**config.mk**
```make
export PLATFORM = sky130hd
export DESIGN_NAME = iter_tree_multiplier
export DESIGN_NICKNAME = d
export VERILOG_FILES = /design/src/rtl/mul_pkg.sv /design/src/rtl/mul_pp_tree.sv /design/src/rtl/iter_tree_multiplier.sv
export SDC_FILE = /design/constraint.sdc
export NUM_CORES = 1
export LEC_CHECK = 0
export CORE_UTILIZATION = 55
export CTS_CLUSTER_SIZE = 28
export DETAILED_ROUTE_END_ITERATION = 10
export PLACE_DENSITY = 0.8
export SLEW_MARGIN = 30
export SYNTH_ARGS = -nofsm -noshare
export SYNTH_HDL_FRONTEND = slang
export SYNTH_SLANG_ARGS = --single-unit
```
**constraint.sdc**
```tcl
create_clock -name clk -period 25.8 [get_ports clk]
set_clock_uncertainty 0.2 [all_clocks]
set_input_delay 5.16 -clock clk [delete_from_list [all_inputs] [get_ports clk]]
set_output_delay 5.16 -clock clk [all_outputs]
set_load 0.005 [all_outputs]
```
**src/rtl/mul_pkg.sv**
```systemverilog
// Shared definitions for the iterative tree multiplier: iteration count,
// FSM state encoding and the conditional two's-complement helper.
package mul_pkg;

  // Widest operand the helper function below can handle.
  localparam int MAX_W = 64;

  // FSM state encoding.
  localparam logic [1:0] ST_IDLE = 2'd0;
  localparam logic [1:0] ST_CALC = 2'd1;
  localparam logic [1:0] ST_DONE = 2'd2;

  // Number of CALC iterations needed to retire all W multiplier bits.
  function automatic int calc_k(input int w, input int n);
    return w / n;
  endfunction

  // Two's-complement negate when neg is set, pass-through otherwise.
  // Callers zero-extend into and truncate out of the fixed width.
  function automatic logic [2*MAX_W-1:0] cond_negate(input logic [2*MAX_W-1:0] v,
                                                     input logic              neg);
    return neg ? -v : v;
  endfunction

endpackage

```
**src/rtl/mul_pp_tree.sv**
```systemverilog
// Combinational partial-product reducer: sums the N shifted copies of b_mag
// selected by the bits of slice, through a pairwise adder tree.
module mul_pp_tree #(
  parameter int W = 32,
  parameter int N = 4
) (
  input  logic [W-1:0]   b_mag,
  input  logic [N-1:0]   slice,
  output logic [W+N-1:0] sum
);

  // Leaf count padded to a power of two; unused leaves are tied to zero.
  localparam int P = 1 << $clog2(N);

  // Heap-ordered tree: node 0 is the root, leaves start at index P-1.
  logic [W+N-1:0] node [2*P-1];

  for (genvar i = 0; i < P; i++) begin : g_leaf
    if (i < N) begin : g_used
      assign node[P-1+i] = slice[i] ? ({{N{1'b0}}, b_mag} << i) : '0;
    end else begin : g_pad
      assign node[P-1+i] = '0;
    end
  end

  // Each interior node adds its two children; W+N bits cannot overflow
  // because the full sum is at most b_mag * (2^N - 1).
  for (genvar j = 0; j < P-1; j++) begin : g_add
    assign node[j] = node[2*j+1] + node[2*j+2];
  end

  assign sum = node[0];

endmodule

```
**src/rtl/iter_tree_multiplier.sv**
```systemverilog
// Multi-cycle signed/unsigned multiplier. Operands are converted to
// magnitudes on capture, N multiplier bits are retired per CALC cycle through
// mul_pp_tree, and the sign is applied to the full 2*W-bit sum at the end.
//
// Handshake: a transfer happens on a rising edge where valid and ready are
// both high. in_ready and out_valid depend only on the FSM state, never on
// in_valid/out_ready, so there is no combinational path between the sides.
module iter_tree_multiplier
  import mul_pkg::*;
#(
  parameter int W = 32,
  parameter int N = 4
) (
  input  logic           clk,
  input  logic           rst_n,
  input  logic           in_valid,
  output logic           in_ready,
  input  logic           signed_mode,
  input  logic [W-1:0]   a,
  input  logic [W-1:0]   b,
  output logic           out_valid,
  input  logic           out_ready,
  output logic [2*W-1:0] product,
  output logic           busy,
  output logic [1:0]     dbg_state
);

  localparam int K  = calc_k(W, N);
  localparam int CW = (K > 1) ? $clog2(K) : 1;
  localparam int SW = $clog2(2*W);

  if (W % N != 0) begin : g_bad_n
    $error("iter_tree_multiplier: W must be a multiple of N");
  end
  if (W > MAX_W) begin : g_bad_w
    $error("iter_tree_multiplier: W exceeds MAX_W");
  end

  logic [1:0]     state_q, state_d;
  logic [W-1:0]   a_q, a_d;
  logic [W-1:0]   b_q, b_d;
  logic           neg_q, neg_d;
  logic [2*W-1:0] acc_q, acc_d;
  logic [CW-1:0]  cnt_q, cnt_d;
  logic [2*W-1:0] product_q, product_d;

  logic [W-1:0]   a_mag, b_mag;
  logic           neg_in;
  logic [W+N-1:0] pp_sum;
  logic [2*W-1:0] pp_ext;
  logic [SW-1:0]  shamt;
  logic [2*W-1:0] acc_next;
  logic [2*W-1:0] acc_signed;
  logic           last;

  // Operand conditioning at capture time. The magnitude of -2^(W-1) wraps to
  // 2^(W-1), which is exactly right as an unsigned W-bit value.
  assign neg_in = signed_mode & (a[W-1] ^ b[W-1]);
  assign a_mag  = W'(cond_negate((2*MAX_W)'(a), signed_mode & a[W-1]));
  assign b_mag  = W'(cond_negate((2*MAX_W)'(b), signed_mode & b[W-1]));

  mul_pp_tree #(
    .W(W),
    .N(N)
  ) u_pp_tree (
    .b_mag(b_q),
    .slice(a_q[N-1:0]),
    .sum  (pp_sum)
  );

  // Place this iteration's partial sum at bit position count*N.
  assign pp_ext     = (2*W)'(pp_sum);
  assign shamt      = SW'(cnt_q) * SW'(N);
  assign acc_next   = acc_q + (pp_ext << shamt);
  assign acc_signed = (2*W)'(cond_negate((2*MAX_W)'(acc_next), neg_q));
  assign last       = (cnt_q == CW'(K-1));

  // Next-state logic for the IDLE -> CALC -> DONE sequence and the datapath.
  always_comb begin
    state_d   = state_q;
    a_d       = a_q;
    b_d       = b_q;
    neg_d     = neg_q;
    acc_d     = acc_q;
    cnt_d     = cnt_q;
    product_d = product_q;
    case (state_q)
      ST_IDLE: begin
        if (in_valid) begin
          a_d     = a_mag;
          b_d     = b_mag;
          neg_d   = neg_in;
          acc_d   = '0;
          cnt_d   = '0;
          state_d = ST_CALC;
        end
      end
      ST_CALC: begin
        acc_d = acc_next;
        a_d   = a_q >> N;
        cnt_d = cnt_q + CW'(1);
        if (last) begin
          product_d = acc_signed;
          state_d   = ST_DONE;
        end
      end
      ST_DONE: begin
        if (out_ready) begin
          state_d = ST_IDLE;
        end
      end
      default: state_d = ST_IDLE;
    endcase
  end

  // State and datapath registers; reset abandons any operation in flight.
  always_ff @(posedge clk or negedge rst_n) begin
    if (!rst_n) begin
      state_q   <= ST_IDLE;
      a_q       <= '0;
      b_q       <= '0;
      neg_q     <= 1'b0;
      acc_q     <= '0;
      cnt_q     <= '0;
      product_q <= '0;
    end else begin
      state_q   <= state_d;
      a_q       <= a_d;
      b_q       <= b_d;
      neg_q     <= neg_d;
      acc_q     <= acc_d;
      cnt_q     <= cnt_d;
      product_q <= product_d;
    end
  end

  assign in_ready  = (state_q == ST_IDLE);
  assign out_valid = (state_q == ST_DONE);
  assign busy      = (state_q != ST_IDLE);
  assign product   = product_q;
  assign dbg_state = state_q;

endmodule

```
== Word-level counts from Yosys, hierarchy flattened ==
Index checks and enable logic that the tools add are counted.
Storage, ports and cells
  ROM bits: 0
  word-level logic and storage cells: 50
  bits in registers: 198
  memories: 0
  output and inout port bits: 69
  input bits: 69
  RAM bits: 0
  bits in latches: 0
Operators by class
  multiplexer cells: 17
  bitwise logic cells: 4
  multipliers: 0
  $add $sub $neg: 8
  shifts and indexed selects: 1
  divide/modulo/power cells: 0
  reduce and logical (&&, ||, !) cells: 7
  magnitude comparators: 0
  eq/ne operators: 6
Operators by type and width (count)
  32-bit 2-to-1 mux: 4
  64-bit 2-to-1 mux: 2
  64-bit case mux with 2 select lines: 1
  64-bit adder: 1
  32-bit negator: 2
  64-bit negator: 1
  32-bit case mux with 2 select lines: 1
  36-bit by 5-bit left shift with 64-bit output: 1
  34-bit by 35-bit adder with 36-bit output: 1
  36-bit by 33-bit adder with 36-bit output: 1
  36-bit adder: 1
  35-bit 2-to-1 mux: 1
  34-bit 2-to-1 mux: 1
  33-bit 2-to-1 mux: 1
  2-bit 2-to-1 mux: 3
  2-bit case mux with 3 select lines: 1
  3-bit case mux with 2 select lines: 1
  2-bit AND reduction: 3
  2-bit inequality test, second input constant: 2
  2-bit nonzero test: 2
  3-bit by 1-bit adder with 3-bit output, second input constant: 1
  1-bit bitwise AND: 3
  3-bit equality test, second input constant: 1
  3-bit 2-to-1 mux: 1
  other kinds (6): 6

== Logic depth before layout (Yosys ltp) ==
  depth after elaboration: 7
  gate-level depth with buffers: 35
  gate-level depth less buffers: 32

== Modules after synthesis ==
A second synthesis with hierarchy kept.
Second synthesis, totals
  cells, all modules: 2723
  area total of the unflattened synthesis: 20923.8 um^2
Modules (own cells, without submodules)
  iter_tree_multiplier: area each 16086.7 um^2, instances 1, cells each 2018
  mul_pp_tree: area each 4837.1 um^2, instances 1, cells each 705

== Worst setup path after synthesis ==
Ideal clock, no wire load.
  kind: reg2reg
  from: register a_q[3]
  to: register product_q[62] (netlist: product[62])
  buffers on the path: 2
  stages on the path, launching flop included: 33
  slack: 17.665 ns
  data arrival time: 7.803 ns
  period minus slack after synthesis: 8.135 ns
  cells stage by stage: dfrtp_1 > clkbuf_1 > and2_1 > fa_1 > inv_1 > fa_1 > inv_1 > ha_1 > fa_1 > a21oi_1 > o22a_1 > a21oi_1 > a41o_1 > a22o_1 > a221oi_1 > o311ai_1 > xor2_1 > mux2i_1 > mux2i_1 > mux2_2 > ha_1 > buf_2 > nand4_1 > or2_1 > or3_1 > o21a_1 > o211ai_1 > nand3_1 > nor4_1 > nand2_1 > o31ai_2 > xnor2_1 > o21ai_1
On the way
  word-level cells in the longest chain between the ends: 7
RTL lines
  start: declaration: RTL line iter_tree_multiplier.sv:40  | logic [W-1:0] a_q, a_d;
  start signal: assignment: RTL line iter_tree_multiplier.sv:120  | a_q <= '0;
  start signal: assignment: RTL line iter_tree_multiplier.sv:128  | a_q <= a_d;
  35-bit 2-to-1 mux *: RTL line mul_pp_tree.sv:20  | assign node[P-1+i] = slice[i] ? ({{N{1'b0}}, b_mag} << i) : '0;
  34-bit by 35-bit adder with 36-bit output *: RTL line mul_pp_tree.sv:29  | assign node[j] = node[2*j+1] + node[2*j+2];
  36-bit adder *: RTL line mul_pp_tree.sv:29
  36-bit by 5-bit left shift with 64-bit output *: RTL line iter_tree_multiplier.sv:74  | assign acc_next = acc_q + (pp_ext << shamt);
  64-bit adder *: RTL line iter_tree_multiplier.sv:74
  64-bit negator: RTL line mul_pkg.sv:22  | return neg ? -v : v;
  64-bit 2-to-1 mux *: RTL line mul_pkg.sv:22
  end signal: assignment: RTL line iter_tree_multiplier.sv:133  | product_q <= product_d;
  end: declaration: RTL line iter_tree_multiplier.sv:45  | logic [2*W-1:0] product_q, product_d;
Mark *: on every way between the ends. The rest lies on a longest branch, timed or not.
A chain may end at the register's enable or synchronous reset.

== Final worst setup path ==
  from: register a_q[3]
  to: register product_q[63] (netlist: product[63])
The elaborated chain is that of the path after synthesis.

==> impl_summary.md <==
Outcome
The flow ran to the end, but the final reports show violations. The final reports fail on DRC.

Clocking
The insertion delay of the later-clocked pin in the worst-skew pair is 0.48 ns. The number of buffers inserted by hold repair at cts is 0. Post-CTS timing repair inserted 0 buffers for setup. The post-CTS resize count is 0. The TritonCTS clock tree is done. The number of levels the H-tree was split into is 4. The clock root buffer is clkbuf_16. Clock tree synthesis found a total of 198 sinks. After clock tree synthesis, the clock-pin slew on the worst setup and hold paths is 0.08 ns. The buffer levels on the longest clock path is 2. The number of buffers added by the clock tree synthesis step is 17.

Setup path
By startpoint and endpoint, the worst setup path is classified as reg2reg. The endpoint arrival time on the critical path is 10.71 ns. STA classifies the critical path startpoint as a register. The type of destination of the critical path is a register. For this run, the slowest stage of the critical path takes 0.83 ns.

The standard cell with the maximum stage delay on the critical path is a211oi_1. The maximum fanout encountered on the critical timing path is 33. STA puts the critical path data required time at 25.94 ns. The most frequent cell on the critical path is fa_1.

Logic synthesis
The post-synthesis cell count is 2583. For this run, the register share of the synthesized area comes to 0.246. The portion of synthesized cell area occupied by the leading cell type is 0.246. The number of enable flip-flop cells after synthesis is 0. The largest area contributor in the netlist is dfrtp_1. Sorting the synthesized cells by area gives the leading types as dfrtp_1, ha_1, nand2_1.

The flop and latch count out of synthesis is 198. The cell area after synthesis is 20100 um^2. The average instance in the mapped netlist occupies 7.79 um^2. The synthesized netlist net count is 2820. The number of library cell types mapped by synthesis is 94. For this run, the leading register cell type out of synthesis is dfrtp_1. The async set-reset flop share out of synthesis is 1.00. The number of warnings issued by yosys is 0.

Timing
The slew at the pin closest to its max-slew limit is 0.983 ns. The maximum clock frequency is 94.6 MHz. The final number of setup-violating endpoints is 0.

The count of final max-slew check failures is 0. Counting I/O delays and the setup requirement, the final critical path takes 10.57 ns. Setup repair after global routing left no endpoint under its margin. The total count of hold-check failures in the final report is 0.

The normalized max-slew margin is 0.341. Dividing the final minimum period by the clock period gives 0.410. The post-layout worst setup margin is 15.23 ns. The final total negative setup slack is 0 ns.

Run
The number of max-cap violations is 0.

Final layout
The count of filler cells inserted in the layout is 3231. 0 antenna diodes ended up in the layout. The most common library cell in the layout ignoring fill and taps is nand2_1. Leaving out fill and tap cells, the most frequent cells in the layout are nand2_1, o21ai_0, dfrtp_1. Of the cells placed in the final design, the portion with a size suffix greater than 1 is 0.0401. For this run, the post-layout net count is 2843.

The post-synthesis to final-layout area growth is 10.5%.

Detailed routing
The number of DRC violations after detailed-routing iteration 0 is 1808. After detailed routing, the number of remaining DRC violations is 4. The final wirelength is 59.2 mm. The average routed wire per standard cell is 19.2 um. The count of nets left with antenna violations once routing finished came out at 0. The first detailed-routing pass took 9 iterations. After detailed routing, the number of vias per cell comes to 6.11.

The detailed router placed 18.8k vias in this run.

Floorplan
The floorplan step defined a die boundary enclosing 37400 um^2. The core region is 35800 um^2. The die span in x is 193 um. The initial utilization of the core area, before any placement, comes to 0.562. The floorplan step set the die height to 193 um. The number of cell rows is 69. 138 I/O pins were placed.

Placement
The number of buffers inserted by port buffering is 137. The placement-stage worst setup slack is 15.44 ns. Once detailed placement completed, the half-perimeter wirelength came to 46.3 mm. At the end of routability-driven placement, the weighted congestion stood at 1.01.

Worst hold path
The path class of the tightest hold or removal check is reg2reg.

GRT
The number of global-route vias before repair is 17.8k. In the global route stage, overall resource usage came out at 0.316. For this run the aggregate overflow at the end of global routing stands at 0. The first global-routing pass estimated 95.2 mm of wire.

Entering global routing, the biggest net connects 100 pins. The number of antenna violations at the first check in global routing came to 0.
-- cell usage after synthesis (all sizes together), types with 8 or more instances --
| cell type | count |
|---|---|
| a211oi | 22 |
| a21o | 48 |
| a21oi | 161 |
| a221o | 8 |
| a221oi | 8 |
| a22o | 17 |
| a22oi | 30 |
| a31oi | 18 |
| and2 | 116 |
| and3 | 13 |
| buf | 27 |
| clkbuf | 120 |
| dfrtp | 198 |
| fa | 62 |
| ha | 106 |
| inv | 167 |
| mux2 | 13 |
| mux2i | 30 |
| nand2 | 342 |
| nand2b | 18 |
| nand3 | 86 |
| nand4 | 37 |
| nor2 | 134 |
| nor2b | 13 |
| nor3 | 61 |
| nor3b | 8 |
| nor4 | 13 |
| o211ai | 25 |
| o21a | 25 |
| o21ai | 289 |
| o21bai | 16 |
| o22ai | 12 |
| o31ai | 32 |
| o41ai | 10 |
| or2 | 11 |
| or3 | 14 |
| xnor2 | 119 |
| xor2 | 84 |
-- worst paths after layout --
check | from | endpoint | slack, ns | cells past startpoint
min in group asynchronous | rst_n | product[14]$_DFFE_PN0P_ | 4.45 | 1
min | product[35]$_DFFE_PN0P_ | product[35]$_DFFE_PN0P_ | 0.28 | 2
max in group asynchronous | rst_n | a_q[6]$_DFFE_PN0P_ | 19.28 | 3
max reg2reg | a_q[3]$_DFFE_PN0P_ | product[63]$_DFFE_PN0P_ | 15.23 | 31
max | a_q[3]$_DFFE_PN0P_ | product[63]$_DFFE_PN0P_ | 15.23 | 31
min reg2reg | product[35]$_DFFE_PN0P_ | product[35]$_DFFE_PN0P_ | 0.28 | 2
-- final cells by class --
type | count | area (um^2) | area share
inverter | 168 | 631 | 0.0284
clock buffer | 19 | 443 | 0.0199
multi-input combinational | 2070 | 14000 | 0.630
tap | 461 | 577 | 0.0259
sequential | 198 | 4950 | 0.223
timing repair buffer | 151 | 1490 | 0.0671
clock inverter | 13 | 134 | 0.00602
-- per-stage QoR --
| stage | instances | instance area (um^2) | hold WS, ns | utilization |
|---|---|---|---|---|
| 2_1_floorplan | 2583 | 20100 | 0.256 | - |
| 3_3_place_gp | 3048 | 21600 | 0.261 | 0.604 |
| 3_5_place_dp | 3048 | 21700 | 0.269 | 0.604 |
| 4_1_cts | 3080 | 22200 | 0.286 | 0.620 |
| 5_1_grt | 3080 | 22200 | 0.303 | 0.621 |
| 6_report | 3080 | 22200 | 0.279 | 0.621 |
-- sequential cells by signal, summed over array words and instances (netlist names) --
name,cells
product,64
cnt_q,3
neg_q,1
dbg_state,2
a_q,32
b_q,32
acc_q,64
-- per-layer routing --
metal	global-route usage	part of all wire	vias up
li1	-	-	9111
met1	0.416	0.44	8934
met2	0.529	0.47	666
met3	0.0375	0.053	110
met4	0.129	0.036	0
met5	0	0	-
-- critical path, delay by kind of cell (launching register included) --
family | cells | cell delay, ns
AO/OA/AOI/OAI | 10 | 3.07
AND/OR/NAND/NOR | 8 | 2.56
adder cells (fa/ha/maj) | 5 | 2.18
multiplexers | 3 | 0.84
XOR/XNOR | 3 | 0.73
flip-flops | 1 | 0.71
buffers and inverters | 2 | 0.10
-- kinds of logic after synthesis --
group	share of synthesized area
adder cells (fa/ha/maj)	0.128
multiplexers	0.0222
AO/OA/AOI/OAI	0.243
AND/OR/NAND/NOR	0.212
XOR/XNOR	0.0887
flip-flops	0.246
buffers and inverters	0.0600
Power is not shown: default switching activity piles up to over one toggle a cycle in this logic, so the estimate is an artifact.
